**config.mk**
```make
export PLATFORM = sky130hd
export DESIGN_NAME = btn_press_classifier
export DESIGN_NICKNAME = d
export VERILOG_FILES = /design/src/rtl/btn_press_classifier.sv
export SDC_FILE = /design/constraint.sdc
export NUM_CORES = 1
export LEC_CHECK = 0
export CORE_ASPECT_RATIO = 0.9
export CORE_UTILIZATION = 55
export DETAILED_ROUTE_END_ITERATION = 7
export PLACE_DENSITY = 0.74
export RECOVER_POWER = 50
export SLEW_MARGIN = 30
export SYNTH_ARGS = -nofsm -noshare
export SYNTH_HDL_FRONTEND = slang
export SYNTH_SLANG_ARGS = --single-unit
```
**constraint.sdc**
```tcl
create_clock -name clk -period 3.06 [get_ports clk]
set_input_delay 0.612 -clock clk [delete_from_list [all_inputs] [get_ports clk]]
set_output_delay 0.612 -clock clk [all_outputs]
set_load 0.005 [all_outputs]
```
**src/rtl/btn_press_classifier.sv**
```systemverilog
// Conditions one raw button input (synchroniser + debouncer) and classifies
// each debounced press as short or long with single-cycle pulses.
module btn_press_classifier #(
  parameter int DB_CYCLES   = 1_000_000,
  parameter int LONG_CYCLES = 100_000_000
) (
  input  logic clk,
  input  logic rst,
  input  logic btn_in,
  output logic held_o,
  output logic press_o,
  output logic short_o,
  output logic long_o
);

  localparam int DB_W   = (DB_CYCLES > 1) ? $clog2(DB_CYCLES) : 1;
  localparam int LONG_W = (LONG_CYCLES > 1) ? $clog2(LONG_CYCLES) : 1;
  localparam logic [DB_W-1:0]   DB_LAST   = DB_W'(DB_CYCLES - 1);
  localparam logic [LONG_W-1:0] LONG_LAST = LONG_W'(LONG_CYCLES - 1);

  typedef enum logic [1:0] {
    IDLE      = 2'd0,
    PRESSED   = 2'd1,
    LONG_HELD = 2'd2
  } state_t;

  logic              btn_p0;
  logic              btn_p1;
  logic              stable;
  logic [DB_W-1:0]   db_cnt;
  logic [LONG_W-1:0] hold_cnt;
  state_t            state;
  logic              db_accept;
  logic              rise_evt;
  logic              fall_evt;

  // Stage p0/p1: two-flop synchroniser for the asynchronous pin
  always_ff @(posedge clk or negedge rst) begin
    if (!rst) begin
      btn_p0 <= 1'b0;
      btn_p1 <= 1'b0;
    end else begin
      btn_p0 <= btn_in;
      btn_p1 <= btn_p0;
    end
  end

  // Stage debounce: a new level must persist DB_CYCLES clocks to be accepted
  assign db_accept = (btn_p1 != stable) && (db_cnt == DB_LAST);
  assign rise_evt  = db_accept && btn_p1;
  assign fall_evt  = db_accept && !btn_p1;

  always_ff @(posedge clk or negedge rst) begin
    if (!rst) begin
      stable <= 1'b0;
      db_cnt <= '0;
    end else if (btn_p1 == stable) begin
      db_cnt <= '0;
    end else if (db_cnt == DB_LAST) begin
      stable <= btn_p1;
      db_cnt <= '0;
    end else begin
      db_cnt <= db_cnt + DB_W'(1);
    end
  end

  assign held_o = stable;

  // Stage classify: reacts on the same clock the debounced level changes,
  // so press_o lines up with the held_o edge.
  always_ff @(posedge clk or negedge rst) begin
    if (!rst) begin
      state    <= IDLE;
      hold_cnt <= '0;
      press_o  <= 1'b0;
      short_o  <= 1'b0;
      long_o   <= 1'b0;
    end else begin
      press_o <= 1'b0;
      short_o <= 1'b0;
      long_o  <= 1'b0;
      case (state)
        IDLE: begin
          if (rise_evt) begin
            state    <= PRESSED;
            hold_cnt <= '0;
            press_o  <= 1'b1;
          end
        end
        PRESSED: begin
          // Release wins over reaching the long threshold on the same clock
          if (fall_evt) begin
            state   <= IDLE;
            short_o <= 1'b1;
          end else if (hold_cnt == LONG_LAST) begin
            state  <= LONG_HELD;
            long_o <= 1'b1;
          end else begin
            hold_cnt <= hold_cnt + LONG_W'(1);
          end
        end
        LONG_HELD: begin
          if (fall_evt) state <= IDLE;
        end
        default: state <= IDLE;
      endcase
    end
  end

endmodule

```
After elaboration in Yosys (flattened, before gate mapping):

Cells that the tools add are included.
Widths: inputs -> output; s select.

* bits in registers: 55
* output and inout port bits: 4
* word-level logic and storage cells: 50

* multiplexer cells: 18
* reductions and logical operators: 9
* equal/unequal tests: 11
* add/subtract/negate cells: 2
* bitwise operators: 1

Operators with widths (count)
* $mux 27: 3
* $pmux 27 s2: 1
* $mux 20: 2
* $add 27x1->27 const B: 1
* $eq 27x27->1 const B: 1
* $add 20x1->20 const B: 1
* $eq 20x20->1 const B: 1
* $mux 2: 4
* $ne 2x2->1 const B: 4
* $mux 1: 7
* $pmux 2 s3: 1
* $reduce_and 4->1: 1
* $logic_and 1x1->1: 3
* $ne 3x3->1 const B: 1
* $reduce_and 3->1: 1
* $eq 2x1->1 const B: 1
* $eq 2x2->1 const B: 1
* $logic_not 2->1: 1
* $reduce_and 2->1: 1
* $reduce_bool 2->1: 1
* $eq 1x1->1: 1
* $logic_not 1->1: 1
* $ne 1x1->1: 1
* $not 1->1: 1

Longest topological paths before layout:

Gate-level depths: netlist (run 1).

* word-level depth: 5
* gate-level depth with buffers: 8
* gate-level depth less buffers: 6

Least setup slack after synthesis (run 1):

Ideal clock, no wire load.

* kind: register to register
* start: register db_cnt[11]
* end: register hold_cnt[3]
* slack: 0.853 ns
* library setup time: 0.126 ns
* arrival time: 2.081 ns
* stages on the path, launching flop included: 7
* period minus slack after synthesis: 2.207 ns
* path through: dfrtp_1 or4_1 nor4_2 nand3_1 clkbuf_1 a31oi_1 nand3_1

* longest elaborated chain between the ends: 5
* elaborated cells between the ends (all ways): 7
* classes of those cells: 3 x eq/ne; 4 x reduce/logical

RTL lines
* start, declared: RTL line 30 `logic [DB_W-1:0] db_cnt;`
* start signal, assigned: RTL line 63 `db_cnt <= db_cnt + DB_W'(1);`
* $eq 20x20->1 (*): RTL line 49 `assign db_accept = (btn_p1 != stable) && (db_cnt == DB_LAST);`
* $logic_and 1x1->1 (*): RTL line 49
* $logic_and 1x1->1 (on tied branches): RTL line 51, 50
* $ne 2x2->1 (no line)
* $reduce_and 4->1 (no line) (*)
* end signal, assigned: RTL line 99 `hold_cnt <= hold_cnt + LONG_W'(1);`
* end, declared: RTL line 31 `logic [LONG_W-1:0] hold_cnt;`

Mark *: on every way between the ends. The rest lies on a longest branch, timed or not.
A chain may end at the register's enable or synchronous reset.

Worst setup path after layout (run 1):

* start: register db_cnt[11]
* end: register hold_cnt[2]

Same word-level chain as after synthesis.

==> flow_summary.toml, run 1 <==
[worst_setup_path]
r2r-start = "db_cnt[11]$_DFF_PN0_"
cp-start-kind = "register"
crit_start = "db_cnt[11]$_DFF_PN0_"
end_kind = "register"
cp_slowest_cell = "or4_1"
critPathMaxStageDelay_ns = 0.59
critical_path_required_ns = 3.30
cp_data_arrival_time_ns = 2.65
worstPathCellList = "or4_1 > nor4_2 > a21o_1 > buf_4 > o21ai_1 > o22ai_1"
critical_path_class = "reg2reg"
rrSetupSlack_ns = 0.65
worstPathMaxFanout = 30

[clocking]
cts_resized = 0
clock_path_buffers = 2
cts.clk_slew.worst_paths_ns = 0.09
h-tree-depth = 2
hold_buffers = 0
cts_tree = "built"
clock-root-buffer = "clkbuf_8"
cts_setup_buffers = 0
cts_made_buffers = 5
clk_latency_ns = 0.31
clkSinkCount = 55

[job]
maxCapViolCount = 0

[cells_and_area]
fillers = 417
area_growth_pct = 7.67
multiInputGateArea_um2 = 1420
layout.cells.non_filler = 377
drive_gt1_share_pct = 5.77
fin_nets = 316
num_antenna_cells = 0
regArea_um2 = 1380

[sta]
worst_pin_slew_ns = 1.33
slew_viol_final = 0
timing_hold_violations_final = 0
fin_crit_ns = 2.41
fin_setup_tns_ns = 0
maxSlewHeadroom_pct = 11.3
fin_ws_ns = 0.646
post-route-period-util_pct = 78.9
fmax_ghz = 0.414
setup_violations = 0
skew_ns = 0.0112
grt_setup_unrepaired = "false"

[placement]
dpl.cell_count = 369
hpwlAfterDp_um = 3800
pre_cts_ws_ns = 0.694
portBuffers = 6
gp_congestion = 0.830

[routing]
drtIter0Drc = 188
wirelength_um = 5660
drt_first_pass_iters = 4
route.detailed.drc = 0
ant_nets = 0
wl_per_cell_um = 15.0
via_per_inst = 5.92
via_count = 2231

[floorplanning]
die_height_um = 70.8
core_um2 = 4950
io_pins = 7
start_util_pct = 58.3
dieArea_um2 = 5550
die_w_um = 78.4
fp-row-count = 24

[pwr]
intPower_mw = 1.00
switching_power_mw = 0.257
powerDensity_nw_per_um2 = 405
combPwrFrac_pct = 2.1
fin_total_pwr_mw = 1.26
vdd_drop_max_uv = 242
pwr-share-seq_pct = 58.5
switching_share_pct = 20.4
leakage_nw = 1.28
clkPwrFrac_pct = 39.4

[synth]
synth_cell_type_count = 44
yosysTopAreaCell = "dfrtp_1"
synth_flop_cell = "dfrtp_1"
ys_ff_latch = 55
synth_warnings = 0
yosysMostFrequentCell = "dfrtp_1"
syn_area_per_cell_um2 = 9.41
synthCells = 307
seq_area_frac_synth_pct = 47.6
synth_edf_count = 0
ys_top_cells_by_area = "dfrtp_1 48%, xnor2_1 4.9%, nand2_1 4.4%"
yosys.area.top_type_share_pct = 47.6
async_flop_share_pct = 100
syn_nets = 312
synthTopCellsByCount = "55 x dfrtp_1, 34 x nand2_1, 30 x nor2_1, 21 x nand3_1, 16 x xnor2_1"
syn-cell-area_um2 = 2890

[outcome]
status = "finished, final reports clean"

[global_route]
grt_pass1_wl_um = 9730
grt_use_total_pct = 22.6
antenna_found_initial = 0
grt_max_degree = 56
first_global_vias = 2043
gr-total-overflow = 0

[worst_hold_path]
hold_start = "btn_p0$_DFF_PN0_"
hp-class = "reg2reg"
## metal layers
layer	GRT usage, %	wire length (um)
met4	5.56	31
met3	4.26	196
met5	0	0
met2	33.0	2460
met1	34.7	2970
## worst max-delay path: cells and delay by family, from the launching register on
family,cells,cell delay [ns]
AND/OR/NAND/NOR,2,1.10
AO/OA/AOI/OAI,3,0.51
flip-flops,1,0.46
buffers and inverters,1,0.27
## power groups by stage
stage / registers [mW] / clock network, mW / logic (mW)
2_1_floorplan: 0.749 / 0 / 0.00882
3_3_place_gp: 0.750 / 0 / 0.0280
3_5_place_dp: 0.750 / 0 / 0.0283
4_1_cts: 0.736 / 0.511 / 0.0284
5_1_grt: 0.737 / 0.537 / 0.0318
6_report: 0.736 / 0.496 / 0.0263
## worst paths after layout
kind,to,depth (start not counted)
max in group asynchronous,hold_cnt[25]$_DFFE_PN0P_,2
hold reg to reg,btn_p1$_DFF_PN0_,0
min in group asynchronous,db_cnt[2]$_DFF_PN0_,2
setup reg to reg,hold_cnt[2]$_DFFE_PN0P_,6
setup / recovery,hold_cnt[2]$_DFFE_PN0P_,6
hold / removal,btn_p1$_DFF_PN0_,0
## stage by stage
step / cell area [um2] / hold slack [ns] / utilization [%]
6_report: 3110 / 0.355 / 62.8
5_1_grt: 3110 / 0.380 / 62.8
4_1_cts: 3110 / 0.359 / 62.8
3_5_place_dp: 3000 / 0.336 / 60.5
3_3_place_gp: 3000 / 0.333 / 60.5
2_1_floorplan: 2890 / 0.316 / -
## registers in the layout, indices dropped and copies added, names as in the netlist
name / flops
long_o: 1
btn_p0: 1
hold_cnt: 27
db_cnt: 20
held_o: 1
state: 2
btn_p1: 1
short_o: 1
press_o: 1
## area by class of cell
class,instances,area share (%)
inverter,9,1.09
multi-input combinational,230,45.6
clock buffer,6,2.65
clock inverter,2,1.13
timing repair buffer,10,2.65
sequential,55,44.2
tap,65,2.61
## cells in the final DEF (no fill, tap or decap), types with 3 or more instances in the layout
cell / count
xor2_1: 4
clkdlybuf4s50_1: 4
xnor2_1: 16
a21oi_1: 11
nand2_1: 34
o211ai_1: 4
nand4_1: 13
inv_1: 9
buf_4: 3
nor3_1: 9
or3_1: 5
nor2_1: 30
and3_1: 5
mux2i_1: 11
or4_1: 9
dfrtp_1: 55
or4b_1: 3
and4_1: 3
nor4_1: 12
o31ai_1: 6
nand2b_1: 6
nand3_1: 21
clkbuf_8: 6
## kinds of logic (layout without fill, tap and decap cells)
group | after synthesis | in the layout | synth area share, %
XOR/XNOR | 20 | 20 | 6.06
multiplexers | 12 | 12 | 4.20
adder cells (fa/ha/maj) | 2 | 2 | 0.866
AO/OA/AOI/OAI | 32 | 32 | 7.02
flip-flops | 55 | 55 | 47.6
AND/OR/NAND/NOR | 164 | 164 | 31.0
buffers and inverters | 22 | 27 | 3.25
No activity file was read; power rests on OpenSTA's default activity.
==> run 2, diff against run 1 <==
PLACE_DENSITY = 0.77   (was 0.74)
clock period = 2.15 ns   (was 3.06 ns; I/O delays follow)
==> run 2 against run 1 <==
  * Final cell count up 6.4%
  * Critical path depth did not move
  * Flip-flop and latch count unchanged
  * Register-to-register slack worse by 0.58 ns
  * Non-clock buffer count is 24 higher
  * Sequential share of layout area decreased by 3.6 points
  * First-iteration DRC count increased by 8.0%
  * Global-route usage grew 0.94 points
  * Power rose by 42%
==> flow_summary.toml, run 2 (same netlist as run 1, synthesis figures left out) <==
[routing]
ant_nets = 0
via_per_inst = 6.02
drtIter0Drc = 203
wl_per_cell_um = 15.5
wirelength_um = 6210
via_count = 2416
route.detailed.drc = 0
drt_first_pass_iters = 4

[sta]
setup_violations = 0
fmax_ghz = 0.480
fin_ws_ns = 0.0660
timing_hold_violations_final = 0
skew_ns = 0.00404
fin_crit_ns = 2.08
post-route-period-util_pct = 96.9
worst_pin_slew_ns = 1.36
slew_viol_final = 0
fin_setup_tns_ns = 0
maxSlewHeadroom_pct = 9.50

[cells_and_area]
drive_gt1_share_pct = 17.0
num_antenna_cells = 0
fin_nets = 340
top_register = "hold_cnt"
final_cell_mix = "49 x dfrtp_1, 33 x nand2_1, 30 x nor2_1"
final_common_cell = "dfrtp_1"
stdcell_area_um2 = 3400
largest_reg_flops = 27
multiInputGateArea_um2 = 1480
largestRegisters = "hold_cnt: 27 flops, db_cnt: 20 flops, state: 2 flops"
fillers = 381
area_growth_pct = 17.8
regArea_um2 = 1380

[floorplanning]
core_um2 = 4950
die_w_um = 78.4
dieArea_um2 = 5550
die_height_um = 70.8
fp-row-count = 24
start_util_pct = 58.3
io_pins = 7

[worst_setup_path]
rrSetupSlack_ns = 0.07
worstPathMaxFanout = 5
critical_path_class = "reg2reg"
cp-start-kind = "register"
end_kind = "register"
cp_data_arrival_time_ns = 2.32
critical_path_required_ns = 2.38

[pwr]
clkPwrFrac_pct = 39.1
leakage_nw = 1.42
switching_share_pct = 20.1
powerDensity_nw_per_um2 = 527
switching_power_mw = 0.361
vdd_drop_max_uv = 548
combPwrFrac_pct = 2.5
intPower_mw = 1.43
pwr-share-seq_pct = 58.4

[clocking]
cts_tree = "built"
cts_made_buffers = 5
cts.clk_slew.worst_paths_ns = 0.09
hold_buffers = 0
h-tree-depth = 2
clk_latency_ns = 0.30
clkSinkCount = 55
clock-root-buffer = "clkbuf_8"
clock_path_buffers = 2

[global_route]
antenna_found_initial = 0
grt_pass1_wl_um = 10200
grt_max_degree = 33
first_global_vias = 2232
gr-total-overflow = 0
grt_use_total_pct = 23.5

[placement]
portBuffers = 6
placed_area_um2 = 3190
hpwlAfterDp_um = 4180
pre_cts_ws_ns = 0.0181
gp_congestion = 0.805

[worst_hold_path]
hp-class = "reg2reg"

[job]
maxCapViolCount = 0

[outcome]
status = "finished, final reports clean"
-- run 2: changes by cell type in the layout (fill, tap and decap cells not counted), moves of 2 or more --
cell,before,now
buf_12,0,3
dfrtp_2,0,6
a21oi_2,0,2
nor4_1,12,10
dfrtp_1,55,49
a21oi_1,11,9
buf_4,3,24
-- run 2: through the flow --
stage	power, mW	util [%]	cells	hold WS, ns
4_1_cts	1.81	67.0	397	0.130
2_1_floorplan	1.08	-	307	0.134
3_3_place_gp	1.11	64.4	389	0.334
3_5_place_dp	1.12	64.4	389	0.343
5_1_grt	1.85	68.7	401	0.374
6_report	1.79	68.7	401	0.362
-- run 2: power groups by stage --
stage          Sequential [mW]  Combinational (mW)  Clock, mW
6_report                  1.05              0.0449      0.700
5_1_grt                   1.05              0.0528      0.752
4_1_cts                   1.05              0.0479      0.718
3_5_place_dp              1.07              0.0477          0
3_3_place_gp              1.07              0.0466          0
2_1_floorplan             1.07              0.0126          0
-- run 2: critical path: stages, from the launching register on --
cell,delay [ns]
dfrtp_2,0.43
ha_4,0.17
nand3_2,0.15
or2_1,0.28
or4_1,0.53
or3_1,0.32
a21oi_1,0.15
-- run 2: path summary, 6_finish.rpt --
path	from	to	depth (start not counted)
min	btn_p0$_DFF_PN0_	btn_p1$_DFF_PN0_	0
max	hold_cnt[1]$_DFFE_PN0P_	hold_cnt[20]$_DFFE_PN0P_	6
min in group asynchronous	rst	db_cnt[4]$_DFF_PN0_	1
max in group asynchronous	rst	hold_cnt[8]$_DFFE_PN0P_	1
min reg2reg	btn_p0$_DFF_PN0_	btn_p1$_DFF_PN0_	0
max reg2reg	hold_cnt[1]$_DFFE_PN0P_	hold_cnt[20]$_DFFE_PN0P_	6
-- run 2: repair_timing --
item                                    in CTS  in global routing
gates resized for setup                      2                 16
pin swaps                                    0                  3
setup buffers                                0                  4
hold endpoints to repair                     0                  0
endpoints found under the setup margin       6                  8
-- run 2: cell type report --
cell class | count | share of cell area, %
sequential | 55 | 40.7
inverter | 9 | 0.993
clock buffer | 6 | 2.43
clock inverter | 2 | 1.03
timing repair buffer | 34 | 8.97
tap | 65 | 2.39
multi-input combinational | 230 | 43.5
-- run 2: metal layers --
| metal | vias up | part of all wire [%] | track usage [%] |
|---|---|---|---|
| li1 | 1163 | - | - |
| met1 | 1201 | 47 | 33.2 |
| met2 | 45 | 48 | 37.9 |
| met3 | 7 | 3.6 | 3.87 |
| met4 | 0 | 0.77 | 6.38 |
| met5 | - | 0 | 0 |
==> RTL change 1: new RTL, settings of run 2 <==
Register the input `btn_in` before use, without a reset. The logic sees it one clock later.
--- a/src/rtl/btn_press_classifier.sv
+++ b/src/rtl/btn_press_classifier.sv
@@ -25,4 +25,10 @@
   } state_t;
 
+  logic btn_q;
+
+  always_ff @(posedge clk) begin
+    btn_q <= btn_in;
+  end
+
   logic              btn_p0;
   logic              btn_p1;
@@ -41,5 +47,5 @@
       btn_p1 <= 1'b0;
     end else begin
-      btn_p0 <= btn_in;
+      btn_p0 <= btn_q;
       btn_p1 <= btn_p0;
     end
Check against the original RTL: same outputs for any inputs over 10 cycles, from zero or initial values and one cycle with rst low; that may be too few to reach the edited logic, so the function may still have changed.
==> RTL change 1 against run 2 <==
- sequential cell count up 1
- power up 8.0%
- fmax down 0.45%
- core utilization down 0.35 points
- design area up 0.70%
- area after synthesis up 2.7%
- setup slack worse by 0.0094 ns
- routed wire length up 0.48%
- highest routed layer unchanged
==> RTL change 1: results (changes against run 2) <==
metric,value,unit,change
status,finished clean,,
netlist_top_cells_area,"dfrtp_1, nor2_1, nand2_1, xor2_1, nand3_1",,
hpwlAfterDp,4.36,mm,+4.4%
critPathLaunch,db_cnt[8]$_DFF_PN0_,,
post_drt_via_cell_ratio,6.15,,+2.1%
muxShareOfSynthArea,3.42,%,-0.78 points
drive_gt1_share,16.5,%,-0.45 points
cts_buffers,5,,unchanged
async_flop_share,98.2,%,-1.8 points
p_int,1.54,mW,+7.7%
seq_area_frac_synth,47.1,%,-0.57 points
slowest_stage,or4_1,,
peakVddDrop,0.000435,V,-21%
leakagePower,1.44,nW,+1.7%
syn_inst,300,,-2.3%
h-tree-depth,2,,unchanged
synth_top_family_by_area,simple AND/OR/NAND/NOR gates,,
dr_wl_met2,2.74,mm,-8.9%
synth_xor_area_share,5.61,%,-0.45 points
hold_depth,0,,unchanged
gp_congestion,0.971,,+21%
io_buffers,6,,unchanged
track_usage,25.1,%,+1.6 points
wl_met3,254,um,+13%
clock_skew,0.00757,ns,+0.00353 ns
arrival,2.27,ns,-0.05 ns
m1WireLength,3.14,mm,+6.9%
min_path_type,flip-flop to flip-flop,,
crit_family,simple AND/OR/NAND/NOR gates,,
dr.first_iter.drc_count,261,,+29%
finalNonFillerCells,398,,-0.75%
netlist_top_cells_count,"dfrtp_1, nor2_1, nand2_1",,
clock_latency,0.31,ns,
firstDrtPassIters,4,,unchanged
cp_max_fo,9,,+4
synthAdderAreaFrac,0.844,%,-0.023 points
cts.repair.resized,0,,-2
wl_per_cell,15.7,um,+1.2%
synth.distinct_cells,47,,+6.8%
worst_pin_slew,1.32,ns,-0.0390 ns
grt_max_degree,56,,+70%
yosys_warnings,0,,unchanged
grt_pass1_wl,10.9,mm,+7.0%
hp-start,btn_q$_DFF_P_,,
dp_cells,388,,-0.26%
grt_pass1_vias,2354,,+5.5%
worstSetupEndpoint,hold_cnt[17]$_DFFE_PN0P_,,
clkSlewWorstSetupHoldPaths,0.10,ns,
min_to,btn_p0$_DFF_PN0_,,
r2r_slack,0.06,ns,
top_layer,met4,,
ff2ff_path_depth,5,,-1
fin_nets,337,,-0.88%
post_cts_buffers,0,,unchanged
synth_compound_area_share,10.2,%,+3.2 points
whs,0.333,ns,-0.0286 ns
cts_buffer_depth,2,,unchanged
synthesis.nets,305,,-2.2%
==> RTL change 1: layout make-up <==
cell class | count | area [um^2]
fill | 379 | 1590
sequential | 56 | 1400
inverter | 6 | 22.5
tap | 65 | 81.3
clock inverter | 3 | 68.8
timing repair buffer | 36 | 315
multi-input combinational | 227 | 1470
clock buffer | 5 | 68.8
==> RTL change 1: power by group through the flow <==
| stage | Combinational [mW] | Clock (mW) | Sequential, mW |
|---|---|---|---|
| 2_1_floorplan | 0.0150 | 0 | 1.08 |
| 3_3_place_gp | 0.0513 | 0 | 1.09 |
| 3_5_place_dp | 0.0519 | 0 | 1.09 |
| 4_1_cts | 0.0518 | 0.837 | 1.06 |
| 5_1_grt | 0.0531 | 0.878 | 1.07 |
| 6_report | 0.0453 | 0.825 | 1.06 |
==> RTL change 1: worst register-to-register path: cells and delay by family (launching register included) <==
kind	cells	cell delay, ns
DFF	1	0.39
and+or+nand+nor	3	1.32
AOI/OAI and AO/OA	1	0.09
buffers and inverters	1	0.15
==> RTL change 1: metal layers <==
metal	vias to the layer above	global-route usage, %
li1	1171	-
met1	1203	36.2
met2	59	37.8
met3	15	4.46
met4	0	9.29
met5	-	0
==> RTL change 1: cell families after synthesis <==
group           after synthesis
mux                          10
xor+xnor                     19
fa+ha+maj                     2
compound gates               42
buf+inv                      17
simple gates                154
flops                        56
==> RTL change 1: through the flow <==
step / setup TNS [ns] / cell area (um^2) / util, % / worst slack, ns
after global routing: -0.00991 / 3430 / 68.3 / -0.00991
after CTS: 0 / 3410 / 68.1 / 0.0430
after global placement: 0 / 3280 / 65.3 / 0.103
after floorplan: 0 / 2970 / - / 0.0673
after detailed placement: 0 / 3280 / 65.3 / 0.0614
final: 0 / 3430 / 68.3 / 0.0565
==> RTL change 2: new RTL, config.mk and constraints of run 2 <==
Made on the original files. Set the parameter `DB_CYCLES` to 500_000 (it was 1_000_000).
--- a/src/rtl/btn_press_classifier.sv
+++ b/src/rtl/btn_press_classifier.sv
@@ -2,5 +2,5 @@
 // each debounced press as short or long with single-cycle pulses.
 module btn_press_classifier #(
-  parameter int DB_CYCLES   = 1_000_000,
+  parameter int DB_CYCLES   = 500_000,
   parameter int LONG_CYCLES = 100_000_000
 ) (
Formal check against the unedited RTL: same outputs for any inputs over 10 cycles, from zero or initial values and one cycle with rst low; that may be too few to reach the edited logic, so the function may still have changed.
==> RTL change 2 against run 2 <==
- setup slack better by 0.035 ns
- combinational power is 2% lower
- critical endpoint is now hold_cnt[25]$_DFFE_PN0P_
- design area is 1.6% lower
- first-iteration DRC count is 34% higher
- critical path type unchanged
- routed wire length is 7.8% higher
- core utilization is 1.5 points lower
- sequential cell count is 1 lower
- synthesized cell count is 2.0% lower
- clock power is 2% lower
- area after synthesis is 2.0% higher
- power is 2.0% lower
==> RTL change 2: results (changes against run 2) <==
metric,value,unit,change
m1WireLength,3.15,mm,+7.2%
firstDrtPassIters,5,,+1
netlist_top_cells_area,"dfrtp_1, nand3_1, o31ai_1, xor2_1, nor2_1",,
grt_pass1_vias,2384,,+6.8%
wl_per_cell,17.0,um,+9.4%
seq_area_frac_synth,45.9,%,-1.8 points
synthesis.nets,306,,-1.9%
synth.distinct_cells,48,,+9.1%
wl_met3,351,um,+56%
hpwlAfterDp,4.43,mm,+5.9%
via_count,2537,,+5.0%
fin_nets,334,,-1.8%
peakVddDrop,0.000360,V,-34%
placed_cell_area,3190,um^2,about the same
leakagePower,1.36,nW,-4.3%
grt_use_met1,37.5,%,+4.3 points
clock_latency,0.32,ns,+0.02 ns
grt_use_met2,37.7,%,-0.17 points
finalNonFillerCells,395,,-1.5%
dr_wl_met2,3.10,mm,+3.3%
grt_pass1_wl,11.2,mm,+9.6%
grt_max_degree,39,,+18%
status,finished clean,,
dr.first_iter.drc_count,273,,+34%
syn_area_per_cell,9.79,um^2,+4.0%
post-place-ws,0.0523,ns,+0.0342 ns
clock_skew,0.0127,ns,+0.00869 ns
cp_max_fo,9,,+4
cpPeakStageDelay,0.51,ns,-0.02 ns
slew_headroom,7.81,%,-1.7 points
reg.largest.list,"hold_cnt: 27 flops, db_cnt: 19 flops, state: 2 flops",,
gr-usage-met3,4.71,%,+0.84 points
netlist_top_cells_count,"dfrtp_1, nor2_1, nand3_1",,
fill_cells,415,,+8.9%
arrival,2.29,ns,-0.03 ns
dp_cells,383,,-1.5%
area_growth,13.6,%,
drive_gt1_share,15.2,%,-1.8 points
track_usage,25.3,%,+1.8 points
gp_congestion,0.848,,+5.4%
RTL change 2: changes by cell type after synthesis, sizes merged, moves of 8 or more:
cell and change:
xnor2 -11, nand2 -16, o31ai +8, mux2i -9, o21ai +8, nor4 -10, xor2 +8
RTL change 2: power breakdown:
part	internal, mW	switching [mW]	total (mW)
registers	1.02	0.00425	1.03
clock network	0.348	0.340	0.688
logic	0.0130	0.0309	0.0440
RTL change 2: final timing paths:
kind	start	cells past startpoint	end	slack [ns]
min reg2reg	btn_p0$_DFF_PN0_	0	btn_p1$_DFF_PN0_	0.36
max	db_cnt[0]$_DFF_PN0_	6	hold_cnt[25]$_DFFE_PN0P_	0.10
min	btn_p0$_DFF_PN0_	0	btn_p1$_DFF_PN0_	0.36
min in group asynchronous	rst	1	db_cnt[15]$_DFF_PN0_	0.41
max in group asynchronous	rst	1	hold_cnt[20]$_DFFE_PN0P_	0.92
max reg2reg	db_cnt[0]$_DFF_PN0_	6	hold_cnt[25]$_DFFE_PN0P_	0.10
RTL change 2: cells by family after synthesis:
group / count (synthesis) / share of synthesized area [%]
compound gates: 59 / 13.1
xor+xnor: 17 / 5.05
fa+ha+maj: 2 / 0.849
buf+inv: 16 / 3.14
flops: 54 / 45.9
mux: 3 / 1.06
simple gates: 150 / 30.9
RTL change 2: area by class of cell:
type                            instances  area share (%)
Timing Repair Buffer                   31            7.59
Sequential cell                        54            40.4
Clock buffer                            6            2.17
Inverter                                3           0.336
Tap cell                               65            2.43
Clock inverter                          2            1.12
Multi-Input combinational cell        234            46.0
RTL change 2: timing repair:
action	4_1_cts	5_1_grt
setup buffers	0	1
hold endpoints to repair	0	0
resized for setup	0	3
endpoints found under the setup margin	0	20
